### config.mk
export PLATFORM = sky130hd
export DESIGN_NAME = stopwatch_ctrl_flat
export DESIGN_NICKNAME = d
export VERILOG_FILES = /design/src/rtl/stopwatch_ctrl_if.sv /design/src/rtl/stopwatch_ctrl.sv /design/src/flat_wrapper.sv
export SDC_FILE = /design/constraint.sdc
export NUM_CORES = 1
export LEC_CHECK = 0
export ABC_CLOCK_PERIOD_IN_PS = 5650
export CAP_MARGIN = 30
export CORE_ASPECT_RATIO = 0.5
export CORE_MARGIN = 2
export CORE_UTILIZATION = 40
export CTS_BUF_LIST = sky130_fd_sc_hd__clkbuf_8
export DETAILED_ROUTE_END_ITERATION = 6
export PLACE_DENSITY = 0.59
export SLEW_MARGIN = 10
export SYNTH_ARGS = -nofsm -noshare
export SYNTH_HDL_FRONTEND = slang
export SYNTH_SLANG_ARGS = --single-unit
### constraint.sdc
create_clock -name MAX10_CLK1_50 -period 5.65 [get_ports MAX10_CLK1_50]
set_input_delay 1.13 -clock MAX10_CLK1_50 [delete_from_list [all_inputs] [get_ports MAX10_CLK1_50]]
set_output_delay 1.13 -clock MAX10_CLK1_50 [all_outputs]
set_load 0.1 [all_outputs]
### src/rtl/stopwatch_ctrl_if.sv
// Key/switch inputs and display/status outputs of the stopwatch controller.
// The master side drives keys and lap switch; the controller is the slave.
interface stopwatch_ctrl_if;
  logic        key_start_n;
  logic        key_clear_n;
  logic        lap_en;
  logic        run;
  logic        tick;
  logic        overflow;
  logic [23:0] digits;

  modport master (
    output key_start_n, key_clear_n, lap_en,
    input  run, tick, overflow, digits
  );

  modport slave (
    input  key_start_n, key_clear_n, lap_en,
    output run, tick, overflow, digits
  );
endinterface

### src/rtl/stopwatch_ctrl.sv
// Run/pause/lap/clear controller for a MM:SS.cc stopwatch: debounced keys,
// centisecond prescaler, saturating 6-digit BCD counter and lap snapshot.
module stopwatch_ctrl #(
  parameter int          CLK_HZ       = 50_000_000,
  parameter int          TICK_HZ      = 100,
  parameter int          DEBOUNCE_CYC = 1_000_000,
  parameter logic [23:0] INIT_COUNT   = 24'h000000
) (
  input logic            MAX10_CLK1_50,
  input logic            reset,
  stopwatch_ctrl_if.slave sw
);

  localparam int PRESC_MAX = CLK_HZ / TICK_HZ - 1;
  localparam int PW = (PRESC_MAX > 0) ? $clog2(PRESC_MAX + 1) : 1;
  localparam int DW = (DEBOUNCE_CYC > 1) ? $clog2(DEBOUNCE_CYC) : 1;
  localparam logic [PW-1:0] PRESC_TERM = PW'(PRESC_MAX);
  localparam logic [DW-1:0] DEB_TERM   = DW'(DEBOUNCE_CYC - 1);
  localparam logic [23:0]   COUNT_MAX  = 24'h595999;

  localparam logic [1:0] S_IDLE  = 2'd0;
  localparam logic [1:0] S_RUN   = 2'd1;
  localparam logic [1:0] S_PAUSE = 2'd2;
  localparam logic [1:0] S_LAP   = 2'd3;

  // One-step BCD increment; each digit wraps at 9, or at 5 for the tens of seconds/minutes.
  function automatic logic [23:0] bcd_inc(input logic [23:0] c);
    logic [23:0] r;
    logic        carry;
    logic [3:0]  lim;
    r     = c;
    carry = 1'b1;
    for (int i = 0; i < 6; i++) begin
      lim = (i == 3 || i == 5) ? 4'd5 : 4'd9;
      if (carry) begin
        if (r[i*4 +: 4] >= lim) begin
          r[i*4 +: 4] = 4'd0;
        end else begin
          r[i*4 +: 4] = r[i*4 +: 4] + 4'd1;
          carry       = 1'b0;
        end
      end
    end
    return r;
  endfunction

  // Stage p0/p1: two-flop synchronizer for {lap_en, key_clear_n, key_start_n}
  logic [2:0] sync_p0, sync_p1;

  always_ff @(posedge MAX10_CLK1_50) begin
    if (reset) begin
      sync_p0 <= 3'b011;
      sync_p1 <= 3'b011;
    end else begin
      sync_p0 <= {sw.lap_en, sw.key_clear_n, sw.key_start_n};
      sync_p1 <= sync_p0;
    end
  end

  // Debounce: the level flips on the last of DEBOUNCE_CYC consecutive differing samples
  logic [1:0]    db_lvl;
  logic [DW-1:0] db_cnt [2];
  logic [1:0]    press;

  always_comb begin
    press = 2'b00;
    for (int i = 0; i < 2; i++)
      press[i] = db_lvl[i] & ~sync_p1[i] & (db_cnt[i] == DEB_TERM);
  end

  always_ff @(posedge MAX10_CLK1_50) begin
    for (int i = 0; i < 2; i++) begin
      if (reset) begin
        db_lvl[i] <= 1'b1;
        db_cnt[i] <= '0;
      end else if (sync_p1[i] == db_lvl[i]) begin
        db_cnt[i] <= '0;
      end else if (db_cnt[i] == DEB_TERM) begin
        db_lvl[i] <= sync_p1[i];
        db_cnt[i] <= '0;
      end else begin
        db_cnt[i] <= db_cnt[i] + DW'(1);
      end
    end
  end

  logic p_start, p_clear, lap_en_s;
  assign p_start  = press[0];
  assign p_clear  = press[1];
  assign lap_en_s = sync_p1[2];

  // Control FSM, prescaler and BCD counter
  logic [1:0]    state;
  logic [PW-1:0] presc;
  logic [23:0]   count, snap;
  logic          ovf, show_snap;
  logic          active, tick_w, sat;

  assign active = (state == S_RUN) || (state == S_LAP);
  assign tick_w = active && (presc == PRESC_TERM);
  assign sat    = tick_w && (count == COUNT_MAX);

  always_ff @(posedge MAX10_CLK1_50) begin
    if (reset) begin
      state     <= S_IDLE;
      presc     <= '0;
      count     <= INIT_COUNT;
      ovf       <= 1'b0;
      show_snap <= 1'b0;
    end else begin
      if (active)
        presc <= (presc == PRESC_TERM) ? '0 : presc + PW'(1);
      if (tick_w && !sat)
        count <= bcd_inc(count);

      // Saturation beats keys; clear beats start when both arrive together.
      if (sat) begin
        state <= S_PAUSE;
        ovf   <= 1'b1;
      end else if (p_clear) begin
        case (state)
          S_RUN: if (lap_en_s) begin
            state     <= S_LAP;
            snap      <= count;
            show_snap <= 1'b1;
          end
          S_LAP: begin
            state     <= S_RUN;
            show_snap <= 1'b0;
          end
          S_PAUSE: begin
            state     <= S_IDLE;
            count     <= 24'h000000;
            presc     <= '0;
            ovf       <= 1'b0;
            show_snap <= 1'b0;
          end
          default: ;
        endcase
      end else if (p_start) begin
        case (state)
          S_IDLE:  state <= S_RUN;
          S_RUN:   state <= S_PAUSE;
          S_LAP:   state <= S_PAUSE;
          S_PAUSE: if (!ovf) begin
            state     <= S_RUN;
            show_snap <= 1'b0;
          end
          default: ;
        endcase
      end
    end
  end

  assign sw.run      = active;
  assign sw.tick     = tick_w;
  assign sw.overflow = ovf;
  assign sw.digits   = show_snap ? snap : count;

endmodule
### src/flat_wrapper.sv
// flat-port wrapper written by rule: the top's interface ports become plain ports
module stopwatch_ctrl_flat 
#(
  parameter int          CLK_HZ       = 50_000_000,
  parameter int          TICK_HZ      = 100,
  parameter int          DEBOUNCE_CYC = 1_000_000,
  parameter logic [23:0] INIT_COUNT   = 24'h000000
)
  (MAX10_CLK1_50, reset, sw_key_start_n, sw_key_clear_n, sw_lap_en, sw_run, sw_tick, sw_overflow, sw_digits);
  stopwatch_ctrl_if sw_i ();
  input logic MAX10_CLK1_50;
  input logic reset;
  input wire logic [$bits(sw_i.key_start_n)-1:0] sw_key_start_n;
  input wire logic [$bits(sw_i.key_clear_n)-1:0] sw_key_clear_n;
  input wire logic [$bits(sw_i.lap_en)-1:0] sw_lap_en;
  output wire logic [$bits(sw_i.run)-1:0] sw_run;
  output wire logic [$bits(sw_i.tick)-1:0] sw_tick;
  output wire logic [$bits(sw_i.overflow)-1:0] sw_overflow;
  output wire logic [$bits(sw_i.digits)-1:0] sw_digits;
  assign sw_i.key_start_n = sw_key_start_n;
  assign sw_i.key_clear_n = sw_key_clear_n;
  assign sw_i.lap_en = sw_lap_en;
  assign sw_run = sw_i.run;
  assign sw_tick = sw_i.tick;
  assign sw_overflow = sw_i.overflow;
  assign sw_digits = sw_i.digits;
  stopwatch_ctrl #(.CLK_HZ(CLK_HZ), .TICK_HZ(TICK_HZ), .DEBOUNCE_CYC(DEBOUNCE_CYC), .INIT_COUNT(INIT_COUNT)) u_core (.MAX10_CLK1_50(MAX10_CLK1_50), .reset(reset), .sw(sw_i));
endmodule
* After elaboration in Yosys (flattened, before gate mapping)
Memories as Yosys holds them, arrays and structs flattened.
Index checks and enable logic that the tools add are counted.
** Storage, ports and cells
- Register bits :: 79
- Bits in writable memories :: 40
- Input bits :: 5
- Memories kept :: 1
** Operators by class
- Add/sub/neg operators :: 9
- Order comparisons :: 6
- Equal/unequal tests :: 17
- Muxes and demuxes :: 86
- Bitwise logic cells :: 16
- Reductions and logical operators :: 21
** Memory list
- u_core.db_cnt :: depth 2, bits a word 20, rd ports 2, clocked after memory_dff 0, write ports 2, line stopwatch_ctrl.sv:62 : logic [DW-1:0] db_cnt [2];
** Operator list (number)
- 20-bit two-way mux :: 6
- 24-bit two-way mux :: 5
- 19-bit two-way mux :: 5
- 1-bit two-way mux :: 51
- 4-bit two-way mux :: 11
- 20-bit by 1-bit adder with 20-bit output, second input constant :: 2
- 20-bit equality test, second input constant :: 2
- 4-bit by 1-bit adder with 4-bit output, second input constant :: 6
- 24-bit by 23-bit equality test with 1-bit output, second input constant :: 1
- 19-bit by 1-bit adder with 19-bit output, second input constant :: 1
- 19-bit equality test, second input constant :: 1
- 4-bit greater-or-equal comparator, second input constant :: 4
- 2-bit case mux with 3 select lines :: 2
- 2-bit two-way mux :: 5
- 4-bit by 3-bit greater-or-equal comparator with 1-bit output, second input constant :: 2
- 4-bit by 3-bit != test with 1-bit output, second input constant :: 2
- 4-bit AND reduction :: 2
- 2-bit nonzero test :: 4
- 3-bit by 2-bit != test with 1-bit output, second input constant :: 2
- 1-bit NOT :: 6
- 1-bit OR :: 6
- 2-bit AND reduction :: 3
- 6-bit AND reduction :: 1
- 2-bit OR reduction :: 3
- 15 further kinds :: 22

* Longest topological paths before layout
Gate-level depths: netlist of the first run.
- Word-level depth :: 25
- Gate-level depth with buffers :: 8

* Worst setup path after synthesis of the first run
OpenSTA, ideal clock, no wires.
- Path type :: register to output
- From :: register u_core.show_snap
- To :: output sw_digits[12]
- Arrival :: 2.607 ns
- Required time :: 4.520 ns
- Setup slack :: 1.913 ns
- Cell stages (with the launch flop) :: 3
- Buffers on the path :: 1
- Cells stage by stage :: dfxtp_1 > clkbuf_1 > o21ai_0
** Between the ends
- Cells in the longest elaborated chain, start to end :: 1
** RTL lines
- start: declaration :: line stopwatch_ctrl.sv:96 : logic ovf, show_snap;
- start signal: assignment :: line stopwatch_ctrl.sv:109 : show_snap <= 1'b0;
- start signal: assignment :: line stopwatch_ctrl.sv:125 : show_snap <= 1'b1;
- start signal: assignment :: line stopwatch_ctrl.sv:129 : show_snap <= 1'b0;
- 24-bit two-way mux :: line stopwatch_ctrl.sv:158 : assign sw.digits = show_snap ? snap : count;
- end: declaration :: line flat_wrapper.sv:19 : output wire logic [$bits(sw_i.digits)-1:0] sw_digits;
No other way between the ends.

* Worst setup path after layout of the first run
- From :: register u_core.presc[8]
- To :: output sw_tick
** Between the ends
- Cells in the longest elaborated chain, start to end :: 2
** RTL lines
- start: declaration :: line stopwatch_ctrl.sv:94 : logic [PW-1:0] presc;
- start signal: assignment :: line stopwatch_ctrl.sv:112 : presc <= (presc == PRESC_TERM) ? '0 : presc + PW'(1);
- 19-bit equality test :: line stopwatch_ctrl.sv:100 : assign tick_w = active && (presc == PRESC_TERM);
- 1-bit logical AND :: line stopwatch_ctrl.sv:100
- end: declaration :: line flat_wrapper.sv:17 : output wire logic [$bits(sw_i.tick)-1:0] sw_tick;
No other way between the ends.

==> reports/qor.yml, run 1 <==
routing:
  via_count: 4549
  vias_per_cell: 5.027
  dr.pass1.iters: 4
  drt_wl_total_um: 12230
  wire_per_inst_um: 13.51
  ant_nets: 0
  first_iter_violations: 203
  drc: 0
floorplan:
  die_area_um2: 16410
  initial_core_util_pct: 41.63
  die_h_um: 91.58
  die_w_um: 179.2
  fp-row-count: 31
  core_um2: 14740
  io-pin-count: 32
pwr:
  p_leak_nw: 2.549
  power_frac_comb_pct: 2.1
  p_per_area_nw_per_um2: 244.3
  p_int_w: 0.001337
  p_sw_share_pct: 23.91
  switchingPower_w: 0.0004202
  pwr-share-clk_pct: 44.7
  irDropWorstVdd_mv: 0.1135
  seq_power_share_pct: 53.2
place:
  pre_cts_slack_ps: 2069
  place.port_buffers: 31
  place_hpwl_um: 8570
  gp_congestion: 0.8321
sta:
  final.setup.tns_ps: 0
  rsz0062_at_grt: "false"
  relSlewSlack_pct: 34.83
  fmax_mhz: 246.8
  setup_violations: 0
  final_hold_viol_count: 0
  layout_min_cycle_time_ps: 4052
  slew_violations: 0
  fin_hold_ws_ps: 409.2
  layout_setup_ws_ps: 1598
  period_share_pct: 71.72
  worst_pin_slew_ps: 974.6
  skew_ps: 18.91
setup_path:
  slowest_stage: "clkdlybuf4s50_1"
  crit_fanout: 6
  crit_type: "flop to primary output"
  crit_path_end_kind: "primary output"
  worst-r2r-setup-slack_ps: 3140
  critPathLaunchType: "flop"
  r2r-end: "u_core.snap[0]"
  endpoint: "sw_tick"
  reg2reg_depth: 5
  startpoint: "u_core.presc[8]"
  cp.required_ps: 4520
  slowest_delay_ps: 1130
  arrival_ps: 2920
  critical_path.cell_chain: "nor4b_1 -> and4_2 -> nand2_1 -> inv_1 -> clkdlybuf4s50_1"
  r2r-start: "u_core.count[14]"
synthesis:
  ys_top_cells_by_area: "edfxtp_1 (31%), dfxtp_1 (18%), nor2_1 (5.1%)"
  synthFlopType: "edfxtp_1"
  ys_ff_latch: 119
  yosys.cell_types.count: 57
  syn_area_um2: 6136
  synth_commonest_cells: "nor2_1 (83), edfxtp_1 (64), dfxtp_1 (55)"
  synth_top_area_share_pct: 31.32
  synth.most_common_cell: "nor2_1"
  yosys.area.top_type: "edfxtp_1"
  synth_cells: 621
  yosysWarnings: 0
  yosysSeqAreaShare_pct: 49.27
  avgSynthCellArea_um2: 9.881
  synth-edff-count: 64
  synthArstFlopShare_pct: 0
clock_network:
  numCtsBuffers: 17
  h-tree-depth: 4
  cts_tree: "yes"
  path_clk_slew_ps: 80
  cts-resized-gates: 0
  clock_latency_ps: 430
  cts.sinks: 119
  ctsHoldBuffers: 0
  cts_root_buffer: "clkbuf_8"
  cts_buffer_depth: 2
  cts_setup_buffers: 0
global_route:
  grt-ovfl-total: 0
  antenna_found_initial: 0
  grt_pass1_vias: 4331
  grt_start_max_net_pins: 27
  grt_use_met1_pct: 20.79
  track_usage_pct: 15.65
  grt_pass1_wl_um: 20610
  top_usage_layer: "met2"
  use_met2_pct: 24.84
  grtUsageMet3_pct: 4.146
run_status:
  outcome: "completed"
final_layout:
  antennaDiodeCount: 0
  final_nets: 722
  syn2layout_area_growth_pct: 17.21
  drive_above_1_share_pct: 10.04
hold_path:
  worst_hold_path_type: "flop to flop"
job:
  drv_cap: 0
==> final cells by class <==
type	instances	area, um2
Clock buffer	17	234.0
Multi-Input combinational cell	489	3042
Fill cell	1407	7547
Sequential cell	119	3023
Tap cell	198	247.7
Inverter	29	108.9
Clock inverter	15	166.4
Timing Repair Buffer	38	370.4
==> metrics by stage <==
| stage | utilization [%] | instances | instance area (um2) | total power, W |
|---|---|---|---|---|
| global route | 48.79 | 905 | 7192 | 0.001824 |
| CTS | 48.71 | 903 | 7179 | 0.001778 |
| floorplan | - | 660 | 6282 | 0.0009791 |
| finish | 48.79 | 905 | 7192 | 0.001757 |
| global placement | 45.82 | 869 | 6754 | 0.0009909 |
| detailed placement | 45.99 | 871 | 6779 | 0.0009917 |
==> cells in the final DEF (no fill, tap or decap), types with 8 or more instances in the layout <==
cell	synthesis	final
nor3_1	14	13
and4_1	8	8
nor2_1	83	83
ha_1	23	23
nand3_1	31	31
inv_1	29	30
conb_1	1	40
edfxtp_1	64	64
xnor2_1	23	23
nand4_1	33	33
clkbuf_8	1	17
xor2_1	30	30
and3_1	10	10
dfxtp_1	55	55
a21oi_1	21	21
o21ai_0	27	27
clkdlybuf4s50_1	0	31
nand2_1	49	49
mux2_2	10	10
==> routing by layer <==
metal	up-vias	share of wire, %
met5	-	0
met4	0	0.92
met3	11	3.3
met2	59	46
met1	2129	50
li1	2350	-
==> cells by family (layout without fill, tap and decap cells) <==
kind of cell               after synthesis  after routing  share of synthesized area, %
AOI/OAI and AO/OA                       77             77                         7.933
and+or+nand+nor                        283            283                         24.53
adders and majority gates               23             23                         4.690
muxes                                   13             13                         2.325
other                                    1             40                       0.06112
buffers and inverters                   52             99                         3.629
DFF                                    119            119                         49.27
xor gates and xnor gates                53             53                         7.565
==> how the worst min path moves through the flow <==
stage,from,endpoint,depth (start not counted)
global route,u_core.sync_p0[1],u_core.sync_p1[1],1
CTS,u_core.sync_p0[1],u_core.sync_p1[1],1
finish,u_core.sync_p0[1],u_core.sync_p1[1],1
detailed placement,u_core.sync_p0[1],u_core.sync_p1[1],1
global placement,u_core.sync_p0[1],u_core.sync_p1[1],1
floorplan,u_core.sync_p0[0],u_core.sync_p1[0],1
==> critical path: cells and delay by family, from the launching register on <==
family	cells	cell delay, ps
buffers and inverters	2	1240
flip-flops	1	420
AND/OR/NAND/NOR	3	850
==> state kept, by name, summed over array words and instances (netlist names), 2 cells and up <==
name,cells
u_core.db_cnt,40
u_core.count,24
u_core.snap,24
u_core.presc,19
u_core.sync_p0,3
u_core.sync_p1,3
u_core.db_lvl,2
u_core.state,2
==> power by group through the flow <==
stage / logic (W) / registers [W] / clock network (W)
3_3_place_gp: 0.0000367 / 0.000954 / 0
4_1_cts: 0.0000371 / 0.000935 / 0.000806
6_report: 0.0000375 / 0.000935 / 0.000785
2_1_floorplan: 0.0000286 / 0.000951 / 0
3_5_place_dp: 0.0000369 / 0.000955 / 0
5_1_grt: 0.0000430 / 0.000937 / 0.000844
(Power assumes the default switching activity.)
==> inputs of run 2 (changes only) <==
ABC_CLOCK_PERIOD_IN_PS = 4000   (was 5650)
clock period = 4 ns   (was 5.65 ns; I/O delays follow)
==> run 2 against run 1 <==
- critical path depth is 4 lower
- flip-flop and latch count is the same
- clock power grew 48%
==> reports/qor.yml, run 2 (same netlist as run 1, synthesis figures left out) <==
setup_path:
  critPathLaunchType: "flop"
  critical-path-top-delay-family: "buffers and inverters"
  path_buf_inv: 1
  crit_type: "flop to primary output"
  slowest_stage: "clkdlybuf4s50_1"
  arrival_ps: 2250
  slowest_delay_ps: 1220
  crit_fanout: 13
  crit_path_end_kind: "primary output"
  worstSetupPathDepth: 1
  cp.required_ps: 3200
  reg2reg_depth: 5
  critical_path.cell_chain: "clkdlybuf4s50_1"
global_route:
  antenna_found_initial: 0
  top_usage_layer: "met2"
  grt_pass1_wl_um: 20870
  use_met2_pct: 24.49
  grt_pass1_vias: 4259
  grtUsageMet3_pct: 3.769
  grt_start_max_net_pins: 32
  track_usage_pct: 16.09
  grt-ovfl-total: 0
  grt_use_met1_pct: 22.09
final_layout:
  syn2layout_area_growth_pct: 16.23
  final_nets: 721
  antennaDiodeCount: 0
  fillers: 1409
  final_cell_mix: "nor2_1 (83), edfxtp_1 (64), dfxtp_1 (55)"
  mostFrequentLayoutCell: "nor2_1"
  reg.largest.list: "u_core.db_cnt: 40 flops, u_core.count: 24 flops, u_core.snap: 24 flops"
  multi_input_area_um2: 3042
  largest_reg_flops: 40
  drive_above_1_share_pct: 13.60
  largest_register: "u_core.db_cnt"
  ff_latch_area_um2: 3023
routing:
  drc: 0
  via_count: 4559
  dr.pass1.iters: 6
  ant_nets: 0
  wire_per_inst_um: 13.56
  drt_wl_total_um: 12260
  vias_per_cell: 5.043
  first_iter_violations: 436
job:
  drv_cap: 0
clock_network:
  path_clk_slew_ps: 70
  cts_tree: "yes"
  cts.sinks: 119
  cts-resized-gates: 0
  h-tree-depth: 4
  numCtsBuffers: 17
  ctsHoldBuffers: 0
  cts_buffer_depth: 2
  cts_root_buffer: "clkbuf_8"
  cts_setup_buffers: 0
  clock_latency_ps: 440
place:
  pre_cts_slack_ps: 1074
  place.port_buffers: 31
  gp_congestion: 0.8116
  place_hpwl_um: 8352
sta:
  final.setup.tns_ps: 0
  layout_setup_ws_ps: 954.7
  period_share_pct: 76.13
  fmax_mhz: 328.4
  layout_min_cycle_time_ps: 3045
  rsz0062_at_grt: "false"
  worst_pin_slew_ps: 972.9
  slew_violations: 0
  skew_ps: 16.25
  relSlewSlack_pct: 34.59
  setup_violations: 0
  final_hold_viol_count: 0
floorplan:
  fp-row-count: 31
  initial_core_util_pct: 41.63
  core_um2: 14740
  io-pin-count: 32
  die_h_um: 91.58
  die_area_um2: 16410
  die_w_um: 179.2
run_status:
  outcome: "completed"
pwr:
  p_leak_nw: 2.608
  irDropWorstVdd_mv: 0.1885
  p_per_area_nw_per_um2: 355.0
hold_path:
  hold_depth: 1
  worst_hold_path_type: "flop to flop"
-- run 2: cell types whose count changed in the layout (fill, tap and decap cells not counted), moves of 2 or more --
cell             previous run  this run
clkinv_2                    1         3
inv_6                       5         2
buf_4                       4        30
clkdlybuf4s50_1            31         6
-- run 2: final timing paths --
kind,start,slack [ps],to
worst min-delay path,u_core.sync_p0[1],410,u_core.sync_p1[1]
worst min register to register,u_core.sync_p0[1],410,u_core.sync_p1[1]
worst max-delay path,u_core.state[0],950,sw_run
worst max register to register,u_core.count[14],1450,u_core.snap[4]
-- run 2: through the flow --
step	cells	total power, W	cell area [um2]	utilization [%]	hold slack (ps)
final	904	0.002532	7132	48.39	410.4
after global routing	904	0.002625	7132	48.39	431.2
after CTS	902	0.002559	7119	48.30	413.4
after detailed placement	870	0.001400	6699	45.45	394.6
after global placement	870	0.001399	6699	45.45	395.2
after floorplan	660	0.001383	6282	-	389.5
-- run 2: layout make-up --
type                       count  area share, %
multi-input combinational    489          42.65
sequential                   119          42.39
timing repair buffer          37          4.070
clock buffer                  18          3.474
tap                          198          3.474
clock inverter                14          2.421
inverter                      29          1.526
-- run 2: report_power, final --
part / switching [W] / total, W / internal, W
clock network: 0.000521 / 0.00116 / 0.000638
registers: 0.0000197 / 0.00132 / 0.00130
logic: 0.0000324 / 0.0000527 / 0.0000203
-- run 2: metal layers --
layer,share of wire [%],vias up
li1,-,2345
met1,52,2140
met4,1.4,0
met2,44,58
met3,2.7,16
met5,0,-
